$ cat src/rtl/tlul_pkg.sv
// Minimal TL-UL type definitions shared by the crossbar-side devices.
package tlul_pkg;

    localparam int TL_AW  = 32;
    localparam int TL_DW  = 32;
    localparam int TL_AIW = 8;
    localparam int TL_DIW = 1;
    localparam int TL_SZW = 2;
    localparam int TL_DBW = TL_DW / 8;

    typedef enum logic [2:0] {
        PutFullData    = 3'h0,
        PutPartialData = 3'h1,
        Get            = 3'h4
    } tl_a_op_e;

    typedef enum logic [2:0] {
        AccessAck     = 3'h0,
        AccessAckData = 3'h1
    } tl_d_op_e;

    typedef struct packed {
        logic [6:0] rsp_intg;
        logic [6:0] data_intg;
    } tl_d_user_t;

    typedef struct packed {
        logic              a_valid;
        logic [2:0]        a_opcode;
        logic [2:0]        a_param;
        logic [TL_SZW-1:0] a_size;
        logic [TL_AIW-1:0] a_source;
        logic [TL_AW-1:0]  a_address;
        logic [TL_DBW-1:0] a_mask;
        logic [TL_DW-1:0]  a_data;
        logic [13:0]       a_user;
        logic              d_ready;
    } tl_h2d_t;

    typedef struct packed {
        logic              d_valid;
        logic [2:0]        d_opcode;
        logic [2:0]        d_param;
        logic [TL_SZW-1:0] d_size;
        logic [TL_AIW-1:0] d_source;
        logic [TL_DIW-1:0] d_sink;
        logic [TL_DW-1:0]  d_data;
        tl_d_user_t        d_user;
        logic              d_error;
        logic              a_ready;
    } tl_d2h_t;

endpackage

$ cat src/rtl/tlul_mtimer_pkg.sv
// Register map and response-buffer type for the machine timer.
package tlul_mtimer_pkg;

    localparam logic [4:0] MTIME_LO_OFFSET    = 5'h00;
    localparam logic [4:0] MTIME_HI_OFFSET    = 5'h04;
    localparam logic [4:0] MTIMECMP_LO_OFFSET = 5'h08;
    localparam logic [4:0] MTIMECMP_HI_OFFSET = 5'h0C;
    localparam logic [4:0] CTRL_OFFSET        = 5'h10;
    localparam logic [4:0] PRESCALE_OFFSET    = 5'h14;

    localparam int NUM_REGS  = 6;
    localparam int REG_IDX_W = 3;

    localparam logic [REG_IDX_W-1:0] MTIME_LO_IDX    = MTIME_LO_OFFSET[4:2];
    localparam logic [REG_IDX_W-1:0] MTIME_HI_IDX    = MTIME_HI_OFFSET[4:2];
    localparam logic [REG_IDX_W-1:0] MTIMECMP_LO_IDX = MTIMECMP_LO_OFFSET[4:2];
    localparam logic [REG_IDX_W-1:0] MTIMECMP_HI_IDX = MTIMECMP_HI_OFFSET[4:2];
    localparam logic [REG_IDX_W-1:0] CTRL_IDX        = CTRL_OFFSET[4:2];
    localparam logic [REG_IDX_W-1:0] PRESCALE_IDX    = PRESCALE_OFFSET[4:2];

    localparam int CTRL_EN_BIT = 0;

    typedef struct packed {
        logic [2:0]                  opcode;
        logic [tlul_pkg::TL_AIW-1:0] source;
        logic [tlul_pkg::TL_SZW-1:0] size;
        logic                        error;
        logic [31:0]                 data;
    } rsp_t;

endpackage

$ cat src/rtl/tlul_mtimer_core.sv
// Machine timer state: prescaler, 64-bit mtime/mtimecmp, enable and irq.
module tlul_mtimer_core
    import tlul_mtimer_pkg::*;
#(
    parameter int PrescaleW = 16
) (
    input  logic                 clk_i,
    input  logic                 rst_ni,
    input  logic                 reg_we,
    input  logic [REG_IDX_W-1:0] reg_idx,
    input  logic [31:0]          reg_wdata,
    input  logic [3:0]           reg_wmask,
    output logic [31:0]          reg_rdata,
    output logic                 irq
);

    logic [63:0]          mtime_q, mtime_d, mtime_inc;
    logic [63:0]          mtimecmp_q, mtimecmp_d;
    logic                 en_q, en_d;
    logic [PrescaleW-1:0] prescale_q, prescale_d;
    logic [PrescaleW-1:0] pcnt_q, pcnt_d;
    logic                 pcnt_clr;
    logic                 tick;
    logic                 irq_q;

    // Replace the bytes of old selected by mask with the matching bytes of wdata.
    function automatic logic [31:0] merge_bytes(input logic [31:0] old,
                                                input logic [31:0] wdata,
                                                input logic [3:0]  mask);
        logic [31:0] r;
        r = old;
        for (int b = 0; b < 4; b++) begin
            if (mask[b]) r[8*b +: 8] = wdata[8*b +: 8];
        end
        return r;
    endfunction

    assign tick      = en_q && (pcnt_q == prescale_q);
    assign mtime_inc = mtime_q + {63'b0, tick};

    // Next state: the tick applies first, bus-written bytes override it.
    always_comb begin
        mtime_d    = mtime_inc;
        mtimecmp_d = mtimecmp_q;
        en_d       = en_q;
        prescale_d = prescale_q;
        pcnt_clr   = 1'b0;
        if (reg_we) begin
            case (reg_idx)
                MTIME_LO_IDX:    mtime_d[31:0]     = merge_bytes(mtime_inc[31:0], reg_wdata, reg_wmask);
                MTIME_HI_IDX:    mtime_d[63:32]    = merge_bytes(mtime_inc[63:32], reg_wdata, reg_wmask);
                MTIMECMP_LO_IDX: mtimecmp_d[31:0]  = merge_bytes(mtimecmp_q[31:0], reg_wdata, reg_wmask);
                MTIMECMP_HI_IDX: mtimecmp_d[63:32] = merge_bytes(mtimecmp_q[63:32], reg_wdata, reg_wmask);
                CTRL_IDX: begin
                    if (reg_wmask[CTRL_EN_BIT / 8]) begin
                        en_d     = reg_wdata[CTRL_EN_BIT];
                        pcnt_clr = 1'b1;
                    end
                end
                PRESCALE_IDX: begin
                    for (int b = 0; b < PrescaleW; b++) begin
                        if (reg_wmask[b / 8]) prescale_d[b] = reg_wdata[b];
                    end
                    pcnt_clr = 1'b1;
                end
                default: ;
            endcase
        end
        if (pcnt_clr)  pcnt_d = '0;
        else if (tick) pcnt_d = '0;
        else if (en_q) pcnt_d = pcnt_q + PrescaleW'(1);
        else           pcnt_d = pcnt_q;
    end

    // Read mux returns the values held before this cycle's update.
    always_comb begin
        reg_rdata = '0;
        case (reg_idx)
            MTIME_LO_IDX:    reg_rdata = mtime_q[31:0];
            MTIME_HI_IDX:    reg_rdata = mtime_q[63:32];
            MTIMECMP_LO_IDX: reg_rdata = mtimecmp_q[31:0];
            MTIMECMP_HI_IDX: reg_rdata = mtimecmp_q[63:32];
            CTRL_IDX:        reg_rdata[CTRL_EN_BIT] = en_q;
            PRESCALE_IDX:    reg_rdata = 32'(prescale_q);
            default:         reg_rdata = '0;
        endcase
    end

    // Timer state registers; irq compares the already-registered values.
    always_ff @(posedge clk_i or negedge rst_ni) begin
        if (!rst_ni) begin
            mtime_q    <= '0;
            mtimecmp_q <= '1;
            en_q       <= 1'b0;
            prescale_q <= '0;
            pcnt_q     <= '0;
            irq_q      <= 1'b0;
        end else begin
            mtime_q    <= mtime_d;
            mtimecmp_q <= mtimecmp_d;
            en_q       <= en_d;
            prescale_q <= prescale_d;
            pcnt_q     <= pcnt_d;
            irq_q      <= (mtime_q >= mtimecmp_q);
        end
    end

    assign irq = irq_q;

endmodule

$ cat src/rtl/tlul_rsp_intg_gen.sv
// Fills d_user with integrity codes over the response command and data.
module tlul_rsp_intg_gen
    import tlul_pkg::*;
(
    input  tl_d2h_t tl_i,
    output tl_d2h_t tl_o
);

    // Hamming-style check bits plus an overall parity bit over a 57-bit word.
    function automatic logic [6:0] intg7(input logic [56:0] d);
        logic [6:0] p;
        p = '0;
        for (int j = 0; j < 57; j++) begin
            for (int k = 0; k < 6; k++) begin
                if ((((j + 1) >> k) % 2) == 1) p[k] = p[k] ^ d[j];
            end
            p[6] = p[6] ^ d[j];
        end
        return p;
    endfunction

    // Pass the response through, replacing only the integrity fields.
    always_comb begin
        tl_o = tl_i;
        tl_o.d_user.rsp_intg  = intg7({51'b0, tl_i.d_opcode, tl_i.d_size, tl_i.d_error});
        tl_o.d_user.data_intg = intg7({25'b0, tl_i.d_data});
    end

endmodule

$ cat src/rtl/tlul_mtimer.sv
// TL-UL machine timer: request decode, single-entry response buffer, timer core.
module tlul_mtimer
    import tlul_pkg::*;
    import tlul_mtimer_pkg::*;
#(
    parameter int PrescaleW = 16,
    parameter int AddrOffW  = 5
) (
    input  logic    clk_i,
    input  logic    rst_ni,
    input  tl_h2d_t tl_i,
    output tl_d2h_t tl_o,
    output logic    timer_irq_o
);

    localparam int IdxW = AddrOffW - 2;

    logic                vld_p1;
    rsp_t                rsp_p1;
    rsp_t                rsp_d;
    logic                a_ready;
    logic                accept;
    logic [AddrOffW-1:0] addr_off;
    logic [IdxW-1:0]     word_idx;
    logic                op_get, op_put;
    logic                req_err;
    logic                reg_we;
    logic [31:0]         reg_rdata;
    tl_d2h_t             tl_raw;
    logic                unused_tl;

    assign unused_tl = ^{tl_i.a_param, tl_i.a_user, tl_i.a_address[TL_AW-1:AddrOffW]};

    assign a_ready  = !vld_p1 || tl_i.d_ready;
    assign accept   = tl_i.a_valid && a_ready;
    assign addr_off = tl_i.a_address[AddrOffW-1:0];
    assign word_idx = addr_off[AddrOffW-1:2];
    assign op_get   = (tl_i.a_opcode == Get);
    assign op_put   = (tl_i.a_opcode == PutFullData) || (tl_i.a_opcode == PutPartialData);
    assign req_err  = !(op_get || op_put) || (addr_off[1:0] != 2'b00)
                      || (word_idx >= IdxW'(NUM_REGS));
    assign reg_we   = accept && op_put && !req_err;

    tlul_mtimer_core #(
        .PrescaleW (PrescaleW)
    ) u_core (
        .clk_i     (clk_i),
        .rst_ni    (rst_ni),
        .reg_we    (reg_we),
        .reg_idx   (word_idx[REG_IDX_W-1:0]),
        .reg_wdata (tl_i.a_data),
        .reg_wmask (tl_i.a_mask),
        .reg_rdata (reg_rdata),
        .irq       (timer_irq_o)
    );

    // Response for the request being accepted this cycle.
    always_comb begin
        rsp_d.opcode = op_get ? AccessAckData : AccessAck;
        rsp_d.source = tl_i.a_source;
        rsp_d.size   = tl_i.a_size;
        rsp_d.error  = req_err;
        rsp_d.data   = (op_get && !req_err) ? reg_rdata : '0;
    end

    // Response-buffer occupancy: fills on accept, drains on d_ready.
    always_ff @(posedge clk_i or negedge rst_ni) begin
        if (!rst_ni)          vld_p1 <= 1'b0;
        else if (accept)      vld_p1 <= 1'b1;
        else if (tl_i.d_ready) vld_p1 <= 1'b0;
    end

    // Response payload, qualified by vld_p1 so it needs no reset.
    always_ff @(posedge clk_i) begin
        if (accept) rsp_p1 <= rsp_d;
    end

    // Assemble the D channel before integrity generation.
    always_comb begin
        tl_raw          = '0;
        tl_raw.d_valid  = vld_p1;
        tl_raw.d_opcode = rsp_p1.opcode;
        tl_raw.d_size   = rsp_p1.size;
        tl_raw.d_source = rsp_p1.source;
        tl_raw.d_data   = rsp_p1.data;
        tl_raw.d_error  = rsp_p1.error;
        tl_raw.a_ready  = a_ready;
    end

    tlul_rsp_intg_gen u_rsp_intg (
        .tl_i (tl_raw),
        .tl_o (tl_o)
    );

endmodule
$ cat config.mk
export PLATFORM = sky130hd
export DESIGN_NAME = tlul_mtimer
export DESIGN_NICKNAME = d
export VERILOG_FILES = /design/src/rtl/tlul_pkg.sv /design/src/rtl/tlul_mtimer_pkg.sv /design/src/rtl/tlul_mtimer_core.sv /design/src/rtl/tlul_rsp_intg_gen.sv /design/src/rtl/tlul_mtimer.sv
export SDC_FILE = /design/constraint.sdc
export NUM_CORES = 1
export LEC_CHECK = 0
export ABC_AREA = 1
export CAP_MARGIN = 20
export CORE_UTILIZATION = 34
export CTS_CLUSTER_SIZE = 16
export DETAILED_ROUTE_END_ITERATION = 16
export SYNTH_ARGS = -nofsm -noshare
export SYNTH_HDL_FRONTEND = slang
export SYNTH_SLANG_ARGS = --single-unit
$ cat constraint.sdc
create_clock -name clk_i -period 11.55 [get_ports clk_i]
set_input_delay 1.7325 -clock clk_i [delete_from_list [all_inputs] [get_ports clk_i]]
set_output_delay 1.7325 -clock clk_i [all_outputs]
set_load 0.05 [all_outputs]
======== Word-level counts from Yosys, hierarchy flattened ========
Index checks and enable logic that the tools add are counted.
operators by class
  $lt $le $gt $ge ......................... 2
  reductions and logical operators ........ 29
  $add $sub $neg .......................... 2
  muxes and demuxes ....................... 22
  equal/unequal tests ..................... 8
  bitwise gates (word level) .............. 117
operators by type and width
  operator               count
  $pmux 31 s5            1
  $xor 1x1->1            117
  $add 64x1->64          1
  $ge 64x64->1           1
  $mux 32                2
  $mux 64                1
  $mux 8                 8
  $mux 16                3
  $reduce_and 3->1       11
  $add 16x1->16 const B  1
  $eq 16x16->1           1
  $eq 3x3->1 const B     3
  $eq 3x1->1 const B     2
  $eq 3x2->1 const B     2
  $logic_not 3->1        2
  $pmux 1 s6             1
  $logic_and 1x1->1      5
  $logic_or 1x1->1       5
  $mux 1                 5
  $reduce_bool 2->1      2
  $ge 3x3->1 const B     1
  $logic_not 1->1        3
  $reduce_bool 3->1      1
  $pmux 1 s2             1
word-level totals
  flip-flop bits (word level) ............. 209
  input bits .............................. 102
  output and inout port bits .............. 67
  word-level logic and storage cells ...... 200

======== Depth between registers and ports, before layout ========
  word-level depth ........................ 31
  depth in mapped cells ................... 20
  depth with buffers taken out ............ 20

======== Cells and area by module ========
A second synthesis with hierarchy kept.
second synthesis, totals
  cell total of the unflattened synthesis .. 2,124
  area, all modules ....................... 14,903.0 um2
by module, submodules not included
  module             seq. area each (um2)  instances  area an instance (um2)  cells an instance
  tlul_mtimer_core   4,134.0               1          11,398.4                1,688
  tlul_rsp_intg_gen  0.0                   1          1,771.7                 306
  tlul_mtimer        1,346.3               1          1,732.9                 130

======== Least setup slack after synthesis ========
No wires, ideal clock.
  path kind ............................... input to register
  from .................................... in tl_i[99] in the netlist's numbering
  to ...................................... reg u_core.mtime_q[3]
  data required time ...................... 11.430 ns
  path buffers ............................ 1
  stages on the path ...................... 9
  setup slack ............................. 6.187 ns
  data arrival time ....................... 5.243 ns
  library setup time ...................... 0.120 ns
  cells stage by stage .................... inv_1 > a21oi_1 > nor3b_4 > inv_4 > nor2_8 > nand2_2 > buf_6 > o21ai_0 > inv_1
between the ends
  word-level cells in the longest chain between the ends .. 4
RTL lines
  item                             RTL line                RTL
  start: declaration               tlul_mtimer.sv:11       input tl_h2d_t tl_i,
  $logic_and 1x1->1                tlul_mtimer.sv:35       assign accept = tl_i.a_valid && a_ready;
  named net accept                 tlul_mtimer.sv:22       logic accept;
  $logic_and 1x1->1 (2 in series)  tlul_mtimer.sv:42       assign reg_we = accept && op_put && !req_err;
  $mux 64                          tlul_mtimer_core.sv:48  if (reg_we) begin
  named net u_core.mtime_d[3]      tlul_mtimer_core.sv:17  logic [63:0] mtime_q, mtime_d, mtime_inc;
  end signal: assignment           tlul_mtimer_core.sv:99  mtime_q <= mtime_d;
  end: declaration                 tlul_mtimer_core.sv:17
The timed path passes the listed nets, and every way through them passes these cells.
A chain may end at the register's enable or synchronous reset.

==> results.txt <==
post-CTS sizing -> 0
clock latency on the worst-skew pair -> 560 ps
Worst EP required -> 9820 ps
drt pass-1 iters -> 8
Mean Syn Cell Area -> 7.250 um^2
post-synth top area share -> 17.27%
Syn. warnings -> 0
Final ANT Viol Nets -> 0
startpoint types -> primary input
gr ovfl total -> 0
maximum vdd drop -> 0.0001342 V
DR vias/cell -> 5.189
Placer Congestion -> 0.9657
Top Ports -> 169
sequential element share of the synthesized area -> 38.20%
CP max FO -> 2
Max clock buf depth -> 3
DRC -> 0
Synth Flop Type -> dfrtp_1
initial antenna violation count -> 2
critical path arrival -> 3150 ps
GR Layer Usage met2 -> 36.06%
M1 GR Usage -> 31.12%
Synth cell types -> 45
P per Cell Area -> 116.9 nW/um^2
Die Y -> 207.4 um
hpwl dp -> 38,900 um
WL final -> 48,860 um
H-tree depth -> 1
CTS tree -> built
# setup viols final -> 0
ant diodes -> 0
vias in the first global route -> 12,816
largest net degree at the start of global routing -> 102
final core utilization -> 40.56%
global route hottest layer -> met2
RSZ-0062 raised after global routing -> no
final worst path period need -> 4882 ps
port bufs -> 115
fin. max-slew vios -> 0
Hold Vio Cnt, Final -> 0
site row count -> 74
Final period util -> 42.27%
die width -> 207.4 um
HP Class -> reg -> reg
number of max-cap violations -> 0
Leakage -> 7.653 nW
first-pass GRT wire length -> 74,880 um
CTS root buf -> clkbuf_16
Total Routing Usage GR -> 22.49%
synthesized flop and latch total -> 207
routed vias -> 13,652
CTS Buf Count -> 24
core box area -> 41,200 um^2
crit path kind -> in -> out
Post-Synthesis Cells -> 1,979
fmax -> 204.8 MHz
Nets -> 2,250
clock slew at reported path FFs -> 60 ps
area leader, netlist -> dfrtp_1
total power -> 0.001953 W
Die ar. -> 43,020 um^2
cts hold-fix bufs -> 0
share of cells above drive strength 1 -> 6.670%
Post-synth EDFFs -> 44
Cell Count, Final, Fillers Out -> 2,631
asr flop ratio synth -> 78.74%
clk_skew -> 22.52 ps
initial core utilization -> 34.82%
Sink Count -> 207
Rel. slew slack -> 32.55%
Worst Max-Slew Pin Slew -> 1012 ps
Iteration-0 DRC Markers -> 1,135
WL per Instance -> 18.57 um
main area contributors after synthesis -> dfrtp_1, nand2_1, dfstp_2
Post-CTS Setup Bufs -> 0
Synth Cell Area -> 14,350 um^2
Area Growth Syn to Fin -> 16.47%
setup_tns -> 0 ps
grt met3 use -> 3.132%
# placed instances -> 2,587
status -> finished clean
crit path capture type -> primary output
## cells in the mapped netlist (3+ instances only)
master and n:
a22oi_1 9, a21oi_1 61, buf_1 3, edfxtp_1 44, o21ai_0 156, buf_6 8, nand3_1 117, nor2_1 176
dfrtp_1 99, nor3_1 37, nand4_1 57, nand2_4 9, a31oi_1 11, nand2_1 502, o21ai_1 3, nor2_2 3
nand3b_1 6, dfstp_2 64, nand2_2 3, xnor2_1 38, clkinv_1 4, a221oi_1 19, buf_2 12, ha_1 67
o22ai_1 30, or2_2 7, buf_4 13, xor2_1 46, clkbuf_1 19, inv_1 334
## worst max-delay path, stage by stage
cell	delay, ps
clkdlybuf4s50_1	450
inv_1	70
nand2_1	80
clkdlybuf4s50_1	810
## flip-flops by register name, summed over array words and instances (netlist names)
signal             cells
u_core.mtimecmp_q     64
u_core.en_q            1
rsp_p1                44
u_core.prescale_q     16
vld_p1                 1
u_core.irq             1
u_core.mtime_q        64
u_core.pcnt_q         16
## stage by stage
stage | area (um^2) | worst slack (ps) | hold WS [ps]
finish | 16710 | 6668 | 480.6
global route | 16710 | 6608 | 510.1
CTS | 16710 | 6654 | 482.2
detailed placement | 15940 | 6661 | 473.1
global placement | 15940 | 6673 | 464.2
floorplan | 14380 | 6187 | 453.0
## routing by layer
metal	vias to the layer above	part of all wire (%)
li1	6593	-
met1	6462	46
met2	511	44
met3	84	6.9
met4	2	2.9
met5	-	0.039
## where the power goes
part / switching [W] / total, W / internal [W]
clock network: 0.000320 / 0.000763 / 0.000443
registers: 0.0000432 / 0.000826 / 0.000782
logic: 0.000239 / 0.000365 / 0.000125
total: 0.000602 / 0.00195 / 0.00135
## worst paths after layout
kind	from	end	slack, ps	cells past startpoint
setup reg to reg	u_core.pcnt_q[3]	u_core.mtime_q[56]	7620	19
min in group asynchronous	rst_ni	u_core.prescale_q[15]	1260	1
hold / removal	u_core.mtimecmp_q[59]	u_core.mtimecmp_q[59]	480	2
hold reg to reg	u_core.mtimecmp_q[59]	u_core.mtimecmp_q[59]	480	2
max in group asynchronous	rst_ni	u_core.mtime_q[25]	8700	2
setup / recovery	tl_i[0]	tl_o[0]	6670	4
## logic make-up after synthesis
logic type                 share of synthesized area [%]
and+or+nand+nor                                    28.05
buffers and inverters                              11.21
AOI/OAI and AO/OA                                  11.54
DFF                                                38.20
xor gates and xnor gates                           5.128
adders and majority gates                          5.843
other                                            0.02614
## layout make-up
class	instances	area (um^2)
timing repair buffer	123	1212
sequential	207	5480
clock inverter	9	108.9
inverter	340	1279
clock buffer	35	661.9
fill	4324	24490
tap	532	665.6
multi-input combinational	1385	7303
## cell usage in the layout, fill, tap and decap left out, drive strengths merged
cell type,n
nand2,514
inv,336
o21a,2
ha,67
a22oi,9
bufinv,2
nand4,57
dfstp,64
nor2,183
xnor2,38
clkbuf,35
edfxtp,44
nand3b,6
o2111ai,2
or2,7
and2,2
nor4,1
xor2,46
nor3b,3
o21bai,2
a21oi,61
o21ai,159
buf,9
clkinv,10
nor3,37
conb,9
a221oi,19
o211ai,1
o22ai,30
a31oi,11
a41oi,1
dfrtp,99
nand3,118
clkinvlp,1
clkdlybuf4s50,114
Note: power is estimated with default switching activity, not from simulation.
